### config.mk
export PLATFORM = sky130hd
export DESIGN_NAME = vx_tcu_drl_term_accum
export DESIGN_NICKNAME = d
export VERILOG_FILES = /design/src/rtl/vx_tcu_drl_term_accum_pkg.sv /design/src/rtl/vx_tcu_drl_norm_round.sv /design/src/rtl/vx_tcu_drl_term_accum.sv
export SDC_FILE = /design/constraint.sdc
export NUM_CORES = 2
export LEC_CHECK = 0
export ABC_AREA = 1
export CORE_ASPECT_RATIO = 1.2
export CORE_UTILIZATION = 65
export CTS_CLUSTER_DIAMETER = 150
export DETAILED_ROUTE_END_ITERATION = 8
export PLACE_DENSITY = 0.87
export SLEW_MARGIN = 20
export SYNTH_ARGS = -nofsm -noshare
export SYNTH_HDL_FRONTEND = slang
export SYNTH_HIERARCHICAL = 1
export SYNTH_SLANG_ARGS = --single-unit
export TNS_END_PERCENT = 50
### constraint.sdc
create_clock -name clk -period 12.82 [get_ports clk]
set_clock_uncertainty 0.1 [all_clocks]
set_input_delay 2.564 -clock clk [delete_from_list [all_inputs] [get_ports clk]]
set_output_delay 2.564 -clock clk [all_outputs]
set_load 0.01 [all_outputs]
### src/rtl/vx_tcu_drl_term_accum_pkg.sv
// Shared constants and types for the TCU DRL term accumulator (format IDs, term layout,
// accumulator width helper).
package vx_tcu_drl_term_accum_pkg;

  localparam logic [3:0] TCU_FP32_ID = 4'd0;
  localparam logic [3:0] TCU_FP16_ID = 4'd1;
  localparam logic [3:0] TCU_BF16_ID = 4'd2;
  localparam logic [3:0] TCU_I8_ID   = 4'd9;
  localparam logic [3:0] TCU_U8_ID   = 4'd10;

  localparam int TCU_DRL_GW = 3;

  typedef struct packed {
    logic        sign;
    logic [23:0] mag;
  } tcu_drl_term_t;

  typedef struct packed {
    logic is_nan;
    logic is_inf;
    logic sign;
  } fedp_class_t;

  // Aligned magnitude + guard bits, growth for tck+1 addends, and a sign bit.
  function automatic int tcu_drl_acc_w(input int tck, input int gw);
    return 24 + gw + $clog2(tck + 1) + 1;
  endfunction

endpackage

### src/rtl/vx_tcu_drl_norm_round.sv
// Final-stage combinational normalize/round/pack of the signed accumulator into fp32.
// Rounding is RNE when TCU_DRL_RNE_EN is defined, truncation otherwise.
module vx_tcu_drl_norm_round
  import vx_tcu_drl_term_accum_pkg::*;
#(
  parameter int AW = 31,
  parameter int GW = 3
) (
  input  logic [AW-1:0] acc,
  input  logic [7:0]    max_exp,
  input  fedp_class_t   spc,
  output logic [31:0]   result
);

  logic          sign;
  logic [AW-1:0] mag;
  logic [AW-1:0] norm;
  logic [7:0]    lead;
  logic [22:0]   mant;
  int            exp_pre;
  int            exp_fin;
`ifdef TCU_DRL_RNE_EN
  logic          guard;
  logic          rs;
  logic [23:0]   mant_inc;
`else
  logic          unused_low;
`endif

  always_comb begin
    sign = acc[AW-1];
    mag  = sign ? (~acc + 1'b1) : acc;
    lead = '0;
    for (int i = 0; i < AW; i++) begin
      if (mag[i]) lead = 8'(i);
    end
    // Leading one moves to the top bit; the hidden one is dropped from the mantissa.
    norm    = mag << (AW - 1 - int'(lead));
    mant    = norm[AW-2 -: 23];
    exp_pre = int'(max_exp) + int'(lead) - (22 + GW);
    exp_fin = exp_pre;
`ifdef TCU_DRL_RNE_EN
    guard    = norm[AW-25];
    rs       = |norm[AW-26:0];
    mant_inc = {1'b0, mant} + 24'(guard & (rs | mant[0]));
    if (mant_inc[23]) exp_fin = exp_pre + 1;
    mant     = mant_inc[22:0];
`else
    unused_low = ^norm[AW-25:0];
`endif
    if (spc.is_nan)          result = 32'h7FC0_0000;
    else if (spc.is_inf)     result = {spc.sign, 8'hFF, 23'h0};
    else if (mag == '0)      result = 32'h0;
    else if (exp_pre <= 0)   result = {sign, 31'h0};
    else if (exp_fin >= 255) result = {sign, 8'hFF, 23'h0};
    else                     result = {sign, exp_fin[7:0], mant};
  end

endmodule

### src/rtl/vx_tcu_drl_term_accum.sv
// TCU DRL term accumulator: align (S0), reduce (S1), normalize/round (S2), elastic valid/ready.
// Float rounding mode selected by TCU_DRL_RNE_EN (RNE when defined, truncation otherwise).
module vx_tcu_drl_term_accum
  import vx_tcu_drl_term_accum_pkg::*;
#(
  parameter int N   = 2,
  parameter int TCK = 2 * N,
  parameter int GW  = TCU_DRL_GW
) (
  input  logic                clk,
  input  logic                reset,
  input  logic                in_valid,
  output logic                in_ready,
  input  logic [3:0]          fmt_s,
  input  logic [TCK:0][24:0]  y,
  input  logic [TCK:0][7:0]   align_sh,
  input  logic [7:0]          max_exp,
  input  logic                spc_nan,
  input  logic                spc_inf,
  input  logic                spc_sign,
  output logic                out_valid,
  input  logic                out_ready,
  output logic [31:0]         result,
  output logic [3:0]          out_fmt
);

  localparam int NT = TCK + 1;
  localparam int AW = tcu_drl_acc_w(TCK, GW);
  localparam int PW = 24 + GW;
  localparam int SW = (AW > 32) ? AW : 32;

  // Float: guard-extend, right shift with sticky, then negate. Int: sign-extend.
  function automatic logic [SW-1:0] align_term(input tcu_drl_term_t t, input logic [7:0] sh,
                                               input logic is_int);
    logic [PW-1:0] placed;
    logic [PW-1:0] shifted;
    logic [PW-1:0] lost;
    logic [SW-1:0] ext;
    if (is_int) return {{(SW-25){t.sign}}, t};
    placed = {t.mag, {GW{1'b0}}};
    if (sh >= 8'(PW)) begin
      shifted = {{(PW-1){1'b0}}, |t.mag};
    end else begin
      lost    = placed & ~({PW{1'b1}} << sh);
      shifted = (placed >> sh) | PW'(|lost);
    end
    ext = SW'(shifted);
    return t.sign ? (~ext + 1'b1) : ext;
  endfunction

  // Handshake: a stage loads whenever the stage after it is empty or draining this cycle;
  // in_ready and every stage enable chain combinationally back from out_ready.
  logic ready0, ready1, ready2;
  logic v0_q, v0_d, v1_q, v1_d, v2_q, v2_d;
  logic [SW-1:0] term_q [NT];
  logic [SW-1:0] term_d [NT];
  logic [SW-1:0] term_sum;
  logic [SW-1:0] sum1_q, sum1_d;
  logic [3:0]    fmt0_q, fmt0_d, fmt1_q, fmt1_d, fmt2_q, fmt2_d;
  logic [7:0]    exp0_q, exp0_d, exp1_q, exp1_d;
  fedp_class_t   spc0_q, spc0_d, spc1_q, spc1_d;
  logic [31:0]   res2_q, res2_d;
  logic [31:0]   float_res;

  assign ready2 = !v2_q || out_ready;
  assign ready1 = !v1_q || ready2;
  assign ready0 = !v0_q || ready1;

  always_comb begin
    v0_d = v0_q;  fmt0_d = fmt0_q;  exp0_d = exp0_q;  spc0_d = spc0_q;  term_d = term_q;
    v1_d = v1_q;  fmt1_d = fmt1_q;  exp1_d = exp1_q;  spc1_d = spc1_q;  sum1_d = sum1_q;
    v2_d = v2_q;  fmt2_d = fmt2_q;  res2_d = res2_q;
    term_sum = '0;
    for (int i = 0; i < NT; i++) term_sum = term_sum + term_q[i];

    if (ready0) begin
      v0_d = in_valid;
      if (in_valid) begin
        fmt0_d = fmt_s;
        exp0_d = max_exp;
        spc0_d = {spc_nan, spc_inf, spc_sign};
        for (int i = 0; i < NT; i++) term_d[i] = align_term(y[i], align_sh[i], fmt_s[3]);
      end
    end
    if (ready1) begin
      v1_d = v0_q;
      if (v0_q) begin
        fmt1_d = fmt0_q;
        exp1_d = exp0_q;
        spc1_d = spc0_q;
        sum1_d = term_sum;
      end
    end
    if (ready2) begin
      v2_d = v1_q;
      if (v1_q) begin
        fmt2_d = fmt1_q;
        res2_d = fmt1_q[3] ? sum1_q[31:0] : float_res;
      end
    end
  end

  vx_tcu_drl_norm_round #(.AW(AW), .GW(GW)) u_norm_round (
    .acc     (sum1_q[AW-1:0]),
    .max_exp (exp1_q),
    .spc     (spc1_q),
    .result  (float_res)
  );

  always_ff @(posedge clk) begin
    if (!reset) begin
      v0_q   <= 1'b0;
      v1_q   <= 1'b0;
      v2_q   <= 1'b0;
      fmt2_q <= '0;
      res2_q <= '0;
    end else begin
      v0_q   <= v0_d;
      v1_q   <= v1_d;
      v2_q   <= v2_d;
      fmt2_q <= fmt2_d;
      res2_q <= res2_d;
    end
  end

  // Intermediate payload needs no reset; its valid bit qualifies it.
  always_ff @(posedge clk) begin
    term_q <= term_d;
    fmt0_q <= fmt0_d;
    exp0_q <= exp0_d;
    spc0_q <= spc0_d;
    sum1_q <= sum1_d;
    fmt1_q <= fmt1_d;
    exp1_q <= exp1_d;
    spc1_q <= spc1_d;
  end

  assign in_ready  = ready0;
  assign out_valid = v2_q;
  assign result    = res2_q;
  assign out_fmt   = fmt2_q;

endmodule

## Word level (Yosys, flattened, before mapping)

Cells that the tools add are included.
Widths: inputs -> output; s select.

| storage, ports and cells | value |
|---|---|
| bits in registers | 261 |
| output and inout bits | 38 |
| logic and storage cells | 168 |

| cells by class | value |
|---|---|
| add/sub/neg operators | 13 |
| magnitude comparators | 7 |
| shifts and indexed selects | 11 |
| muxes and demuxes | 75 |
| bitwise operators | 21 |
| reductions and logical operators | 20 |

Operators with widths:

| cell | number |
|---|---|
| $mux 32 | 19 |
| $mux 27 | 20 |
| $add 32x1->32 const B | 5 |
| $not 27->32 | 5 |
| $and 27x27->27 | 5 |
| $not 27->27 | 5 |
| $or 27x1->27 | 5 |
| $reduce_or 27->1 | 5 |
| $shl 27x8->27 const A | 5 |
| $shr 27x8->27 | 5 |
| $add 32x32->32 | 4 |
| $reduce_or 24->1 | 5 |
| $mux 31 | 3 |
| $mux 5 | 15 |
| $ge 8x5->1 const B | 5 |
| $ge 32x9->1 const B | 1 |
| $le 32x1->1 const B | 1 |
| $mux 4 | 8 |
| $shl 31x32->30 | 1 |
| $sub 32x6->32 const B | 1 |
| $add 31x1->31 const B | 1 |
| $logic_not 31->1 | 1 |
| $not 31->31 | 1 |
| $mux 3 | 4 |
| 7 further kinds | 17 |

## Logic depth before layout (Yosys ltp)

| logic depth | value |
|---|---|
| depth after elaboration | 42 |
| gate-level depth with buffers | 58 |
| depth with buffers taken out | 57 |

## Hierarchy

Netlist, hierarchy kept.

By module, submodules not included:

| module | instances | cells each | area each (um^2) | seq. area each (um^2) |
|---|---|---|---|---|
| vx_tcu_drl_term_accum | 1 | 4167 | 26928.3 | 7447.1 |
| vx_tcu_drl_norm_round | 1 | 738 | 3816.2 | 0.0 |

## Worst setup path before layout

No wires, ideal clock.

| timing | value |
|---|---|
| path kind | in2reg |
| from | in out_ready |
| to | reg exp0_q[0], enable pin |
| library setup time | 528 ps |
| arrival time | 6323 ps |
| required time | 12192 ps |
| path slack | 5869 ps |
| stages on the path | 6 |
| cell sequence | inv_1 -> nand2_1 -> nor2_1 -> nand2_1 -> nand2_1 -> inv_1 |

| on the way | value |
|---|---|
| longest elaborated chain between the ends | 4 |

Ends and longest elaborated chain:

| item | line | RTL |
|---|---|---|
| start: declaration | vx_tcu_drl_term_accum.sv:22 | `input logic out_ready,` |
| $logic_or 1x1->1 | vx_tcu_drl_term_accum.sv:65 | `assign ready2 = !v2_q \|\| out_ready;` |
| $logic_or 1x1->1 | vx_tcu_drl_term_accum.sv:66 | `assign ready1 = !v1_q \|\| ready2;` |
| $logic_or 1x1->1 | vx_tcu_drl_term_accum.sv:67 | `assign ready0 = !v0_q \|\| ready1;` |
| named net in_ready | vx_tcu_drl_term_accum.sv:13 | `output logic in_ready,` |
| $reduce_and 2->1 (no line) | - |  |
| end signal: assignment | vx_tcu_drl_term_accum.sv:130 | `exp0_q <= exp0_d;` |
| end: declaration | vx_tcu_drl_term_accum.sv:60 | `logic [7:0] exp0_q, exp0_d, exp1_q, exp1_d;` |

The timed path passes the listed nets, and every way through them passes these cells.
A chain may end at the register's enable or synchronous reset.

## Worst setup path after layout

| timing | value |
|---|---|
| from | reg sum1_q[30] |
| to | reg res2_q[5], in the netlist result[5] |

| on the way | value |
|---|---|
| longest elaborated chain between the ends | 40 |
| elaborated cells between the ends (all ways) | 46 |
| those cells by class | add/sub: 4; order compare: 2; shift: 1; mux: 37; bitwise: 1; reduce/logical: 1 |

Ends and longest elaborated chain:

| item | line | RTL |
|---|---|---|
| start: declaration | vx_tcu_drl_term_accum.sv:58 | `logic [SW-1:0] sum1_q, sum1_d;` |
| start signal: assignment | vx_tcu_drl_term_accum.sv:132 | `sum1_q <= sum1_d;` |
| $mux 31 * | vx_tcu_drl_norm_round.sv:32 | `mag = sign ? (~acc + 1'b1) : acc;` |
| $mux 1 | vx_tcu_drl_norm_round.sv:35 | `if (mag[i]) lead = 8'(i);` |
| $mux 2 (2 in series) | vx_tcu_drl_norm_round.sv:35 |  |
| $mux 3 (4 in series) | vx_tcu_drl_norm_round.sv:35 |  |
| $mux 4 (8 in series) | vx_tcu_drl_norm_round.sv:35 |  |
| $mux 5 (15 in series) | vx_tcu_drl_norm_round.sv:35 |  |
| $add 8x5->9 | vx_tcu_drl_norm_round.sv:40 | `exp_pre = int'(max_exp) + int'(lead) - (22 + GW);` |
| $sub 32x6->32 | vx_tcu_drl_norm_round.sv:40 |  |
| $ge 32x9->1 | vx_tcu_drl_norm_round.sv:55 | `else if (exp_fin >= 255) result = {sign, 8'hFF, 23'h0};` |
| $mux 31 | vx_tcu_drl_norm_round.sv:55 |  |
| $mux 31 | vx_tcu_drl_norm_round.sv:54 | `else if (exp_pre <= 0) result = {sign, 31'h0};` |
| $mux 32 * | vx_tcu_drl_norm_round.sv:53 | `else if (mag == '0) result = 32'h0;` |
| $mux 32 * | vx_tcu_drl_norm_round.sv:52 | `else if (spc.is_inf) result = {spc.sign, 8'hFF, 23'h0};` |
| $mux 32 * | vx_tcu_drl_norm_round.sv:51 | `if (spc.is_nan) result = 32'h7FC0_0000;` |
| named net float_res[5] | vx_tcu_drl_term_accum.sv:63 | `logic [31:0] float_res;` |
| $mux 32 * | vx_tcu_drl_term_accum.sv:98 | `res2_d = fmt1_q[3] ? sum1_q[31:0] : float_res;` |
| end signal: assignment | vx_tcu_drl_term_accum.sv:122 | `res2_q <= res2_d;` |
| end: declaration | vx_tcu_drl_term_accum.sv:62 | `logic [31:0] res2_q, res2_d;` |

The timed path passes the listed nets; every way through them passes the cells marked *.

==> impl_metrics.py <==
metrics = {
    "outcome": {
        "run_status": "completed",
    },
    "worst_setup_path": {
        "cp_max_fo": 34,
        "worst_path_largest_cell_delay_ps": 880,
        "setup.worst_path.class": "reg2reg",
        "ff2ff_setup_slack_ps": 5170,
        "critical_path.most_common_cell": "sky130_fd_sc_hd__nand2_1",
        "worst-endpoint-required_ps": 13230,
        "worstSetupStartpointType": "register",
        "critPathSlowestCell": "sky130_fd_sc_hd__edfxtp_1",
        "critical_path.top_delay_family": "simple AND/OR/NAND/NOR gates",
        "cp_data_arrival_time_ps": 8060,
        "end_kind": "register",
        "cp.buffers_inverters": 6,
    },
    "global_route": {
        "via_count_of_the_first_global_routing_pass": 31960,
        "grt-ovfl-total": 0,
        "antenna_found_initial": 0,
        "global_route_wire_length_before_repair_microns": 170800,
        "grt_start_max_net_pins": 95,
        "groute.usage.overall_pct": 44.67,
    },
    "clocking": {
        "tritoncts_num_sinks": 261,
        "clock_tree.htree_level_count": 1,
        "clock_root_cell": "sky130_fd_sc_hd__clkbuf_16",
        "insertion_delay_ps": 580,
        "number_of_buffers_inserted_during_clock_tree_synthesis": 28,
        "cts_tree": "yes",
        "cts_setup_buffers": 0,
        "clock_path_buffers": 3,
        "cts.hold.buffers_added": 0,
        "cts-resized-gates": 0,
        "clk_pin_slew_ps": 60,
    },
    "cells_and_area": {
        "final_cell_count_no_fill": 5590,
        "drive_gt1_share_pct": 4.705,
        "fillerInstances": 3997,
        "areaGrowthSynthToFinish_pct": 9.450,
        "finish.net_count": 5282,
        "layout.cells.most_common_list": "sky130_fd_sc_hd__nand2_1, sky130_fd_sc_hd__nand3_1, sky130_fd_sc_hd__inv_1",
        "multi_input_comb_area_sq_mm": 0.02033,
        "layout_commonest_cell": "sky130_fd_sc_hd__nand2_1",
        "layout.area.seq_sq_mm": 0.007447,
    },
    "synth": {
        "synth.area.top_cells": "sky130_fd_sc_hd__edfxtp_1, sky130_fd_sc_hd__nand2_1, sky130_fd_sc_hd__nand3_1",
        "synth-seq-cells": 261,
        "cell_taking_the_most_area_after_synthesis": "sky130_fd_sc_hd__edfxtp_1",
        "yosys_most_used_dff": "sky130_fd_sc_hd__edfxtp_1",
        "synth_cell_types": 66,
        "syn_avg_cell_area_sq_um": 6.268,
        "async_flop_share_pct": 0,
        "syn-instance-count": 4905,
        "synth.top_cell.area_share_pct": 21.68,
        "netlist_area_sq_mm": 0.03074,
        "synth.yosys.seq_area_share_pct": 24.22,
        "mappedNetlistNets": 5236,
        "synth_edf_count": 222,
        "synthesis.yosys.warnings": 6,
    },
    "power_and_ir_drop": {
        "vdd_drop_max_mv": 0.4060,
        "power.static_leakage_nw": 16.06,
        "power_density_of_the_placed_cells_mw_per_mm2": 185.6,
    },
    "die": {
        "core_area_sq_mm": 0.04627,
        "die-height_microns": 240.2,
        "initial_utilization_pct": 66.45,
        "die-width_microns": 200.5,
        "design.portCount": 222,
        "rows": 86,
        "overall_die_area_sq_mm": 0.04818,
    },
    "detailed_routing": {
        "via_per_inst": 6.289,
        "drt_pass1_iterations": 7,
        "routed_wl_microns": 109700,
        "route.detailed.wl_per_inst_microns": 19.62,
        "drcViolationCount": 0,
        "initialDrtViolationCount": 5113,
        "ant_nets": 0,
        "route.vias.total": 35150,
    },
    "timing": {
        "setup_tns_ps": 0,
        "worst_slew_pin_slew_ps": 1067,
        "fin_crit_sh_pct": 59.66,
        "maxClockFrequency_ghz": 0.1307,
        "hold_violations": 0,
        "slew_headroom_pct": 28.87,
        "finalSetupViolations": 0,
        "final.min_clock_period_ps": 7649,
        "timing.final.max_slew_violations": 0,
        "grt_setup_unrepaired": "false",
    },
    "placed_design": {
        "dp.final_hpwl_microns": 84150,
        "port-buffer-count": 221,
        "place.gp.congestion": 1.058,
        "dp.cells": 5537,
    },
    "run": {
        "drv.max_cap_violation_count": 0,
    },
    "min_path": {
        "min-delay-path-class": "reg2reg",
    },
}
registers in the layout (all words and copies together) (netlist names), 3 cells and up:
name     count
sum1_q      32
fmt1_q       4
exp0_q       8
term_q     160
out_fmt      4
exp1_q       8
spc0_q       3
result      32
spc1_q       3
fmt0_q       4
routing by layer:
| metal | up-vias | part of all wire (%) | track usage (%) |
|---|---|---|---|
| met4 | 0 | 8.8 | 34.28 |
| met2 | 2498 | 45 | 72.56 |
| met3 | 582 | 11 | 6.452 |
| met1 | 15700 | 35 | 53.87 |
| met5 | - | 0 | 0 |
| li1 | 16370 | - | - |
synth_stat cells (3+ instances only):
| cell type | count |
|---|---|
| sky130_fd_sc_hd__nand3_2 | 5 |
| sky130_fd_sc_hd__o31ai_1 | 8 |
| sky130_fd_sc_hd__o21ai_2 | 7 |
| sky130_fd_sc_hd__nor2_4 | 16 |
| sky130_fd_sc_hd__nor2_1 | 402 |
| sky130_fd_sc_hd__a21oi_2 | 4 |
| sky130_fd_sc_hd__buf_1 | 38 |
| sky130_fd_sc_hd__or2_2 | 6 |
| sky130_fd_sc_hd__nand3_1 | 926 |
| sky130_fd_sc_hd__dfxtp_1 | 39 |
| sky130_fd_sc_hd__a21o_1 | 9 |
| sky130_fd_sc_hd__o211ai_1 | 23 |
| sky130_fd_sc_hd__inv_2 | 32 |
| sky130_fd_sc_hd__a21oi_1 | 191 |
| sky130_fd_sc_hd__nand2_2 | 28 |
| sky130_fd_sc_hd__xnor2_1 | 34 |
| sky130_fd_sc_hd__nand4_1 | 76 |
| sky130_fd_sc_hd__inv_1 | 422 |
| sky130_fd_sc_hd__fa_1 | 93 |
| sky130_fd_sc_hd__o21ai_0 | 228 |
| sky130_fd_sc_hd__nor2_2 | 21 |
| sky130_fd_sc_hd__clkinv_2 | 3 |
| sky130_fd_sc_hd__o21a_1 | 8 |
| sky130_fd_sc_hd__clkbuf_1 | 78 |
| sky130_fd_sc_hd__o22ai_1 | 5 |
| sky130_fd_sc_hd__and2_1 | 4 |
| sky130_fd_sc_hd__nor3_2 | 5 |
| sky130_fd_sc_hd__nand2_1 | 1543 |
| sky130_fd_sc_hd__ha_1 | 54 |
| sky130_fd_sc_hd__a21boi_0 | 3 |
| sky130_fd_sc_hd__o21bai_1 | 8 |
| sky130_fd_sc_hd__nand3b_1 | 37 |
| sky130_fd_sc_hd__buf_4 | 22 |
| sky130_fd_sc_hd__buf_6 | 18 |
| sky130_fd_sc_hd__nor3_1 | 24 |
| sky130_fd_sc_hd__a31oi_1 | 13 |
| sky130_fd_sc_hd__nor4_1 | 8 |
| sky130_fd_sc_hd__buf_2 | 84 |
| sky130_fd_sc_hd__edfxtp_1 | 222 |
| sky130_fd_sc_hd__o21ai_1 | 70 |
| sky130_fd_sc_hd__xor2_1 | 51 |
| sky130_fd_sc_hd__nand4_2 | 3 |
area by class of cell:
| class | instances | area share (%) |
|---|---|---|
| tap | 616 | 2.290 |
| multi-input combinational | 3943 | 60.43 |
| inverter | 461 | 5.191 |
| timing repair buffer | 256 | 7.332 |
| antenna | 1 | 0.007437 |
| clock buffer | 32 | 2.127 |
| clock inverter | 20 | 0.4908 |
| sequential | 261 | 22.13 |
cell families after synthesis:
logic type | Yosys count | synth area share (%)
buffers and inverters | 701 | 9.637
AND/OR/NAND/NOR | 3114 | 44.51
multiplexers | 1 | 0.03256
AO/OA/AOI/OAI | 590 | 10.53
flip-flops | 261 | 24.22
XOR/XNOR | 91 | 2.812
adder cells (fa/ha/maj) | 147 | 8.253
report_power, final:
group          total, W  internal, W  switching, W  leakage [nW]
clock network  0.000794     0.000426      0.000368         0.401
registers       0.00125      0.00110      0.000153          2.48
logic           0.00420      0.00140       0.00281          13.2
final timing paths:
check / start / endpoint / depth (start not counted)
worst max-delay path: sum1_q[30] / result[5] / 50
worst min-delay path: exp0_q[7] / exp1_q[7] / 0
worst min register to register: exp0_q[7] / exp1_q[7] / 0
worst max register to register: sum1_q[30] / result[5] / 50
per-stage QoR:
stage	hold WS (ps)	util, %	cell area (sq um)	total power [W]	worst slack [ps]
after floorplan	300.3	-	30740	0.004350	5869
after global placement	303.3	70.83	32770	0.005242	5802
after detailed placement	307.2	70.83	32770	0.005314	5504
after CTS	321.9	72.73	33650	0.006118	5422
after global routing	329.7	72.72	33650	0.006733	4448
final	324.3	72.73	33650	0.006247	5171
(Power assumes the default switching activity.)
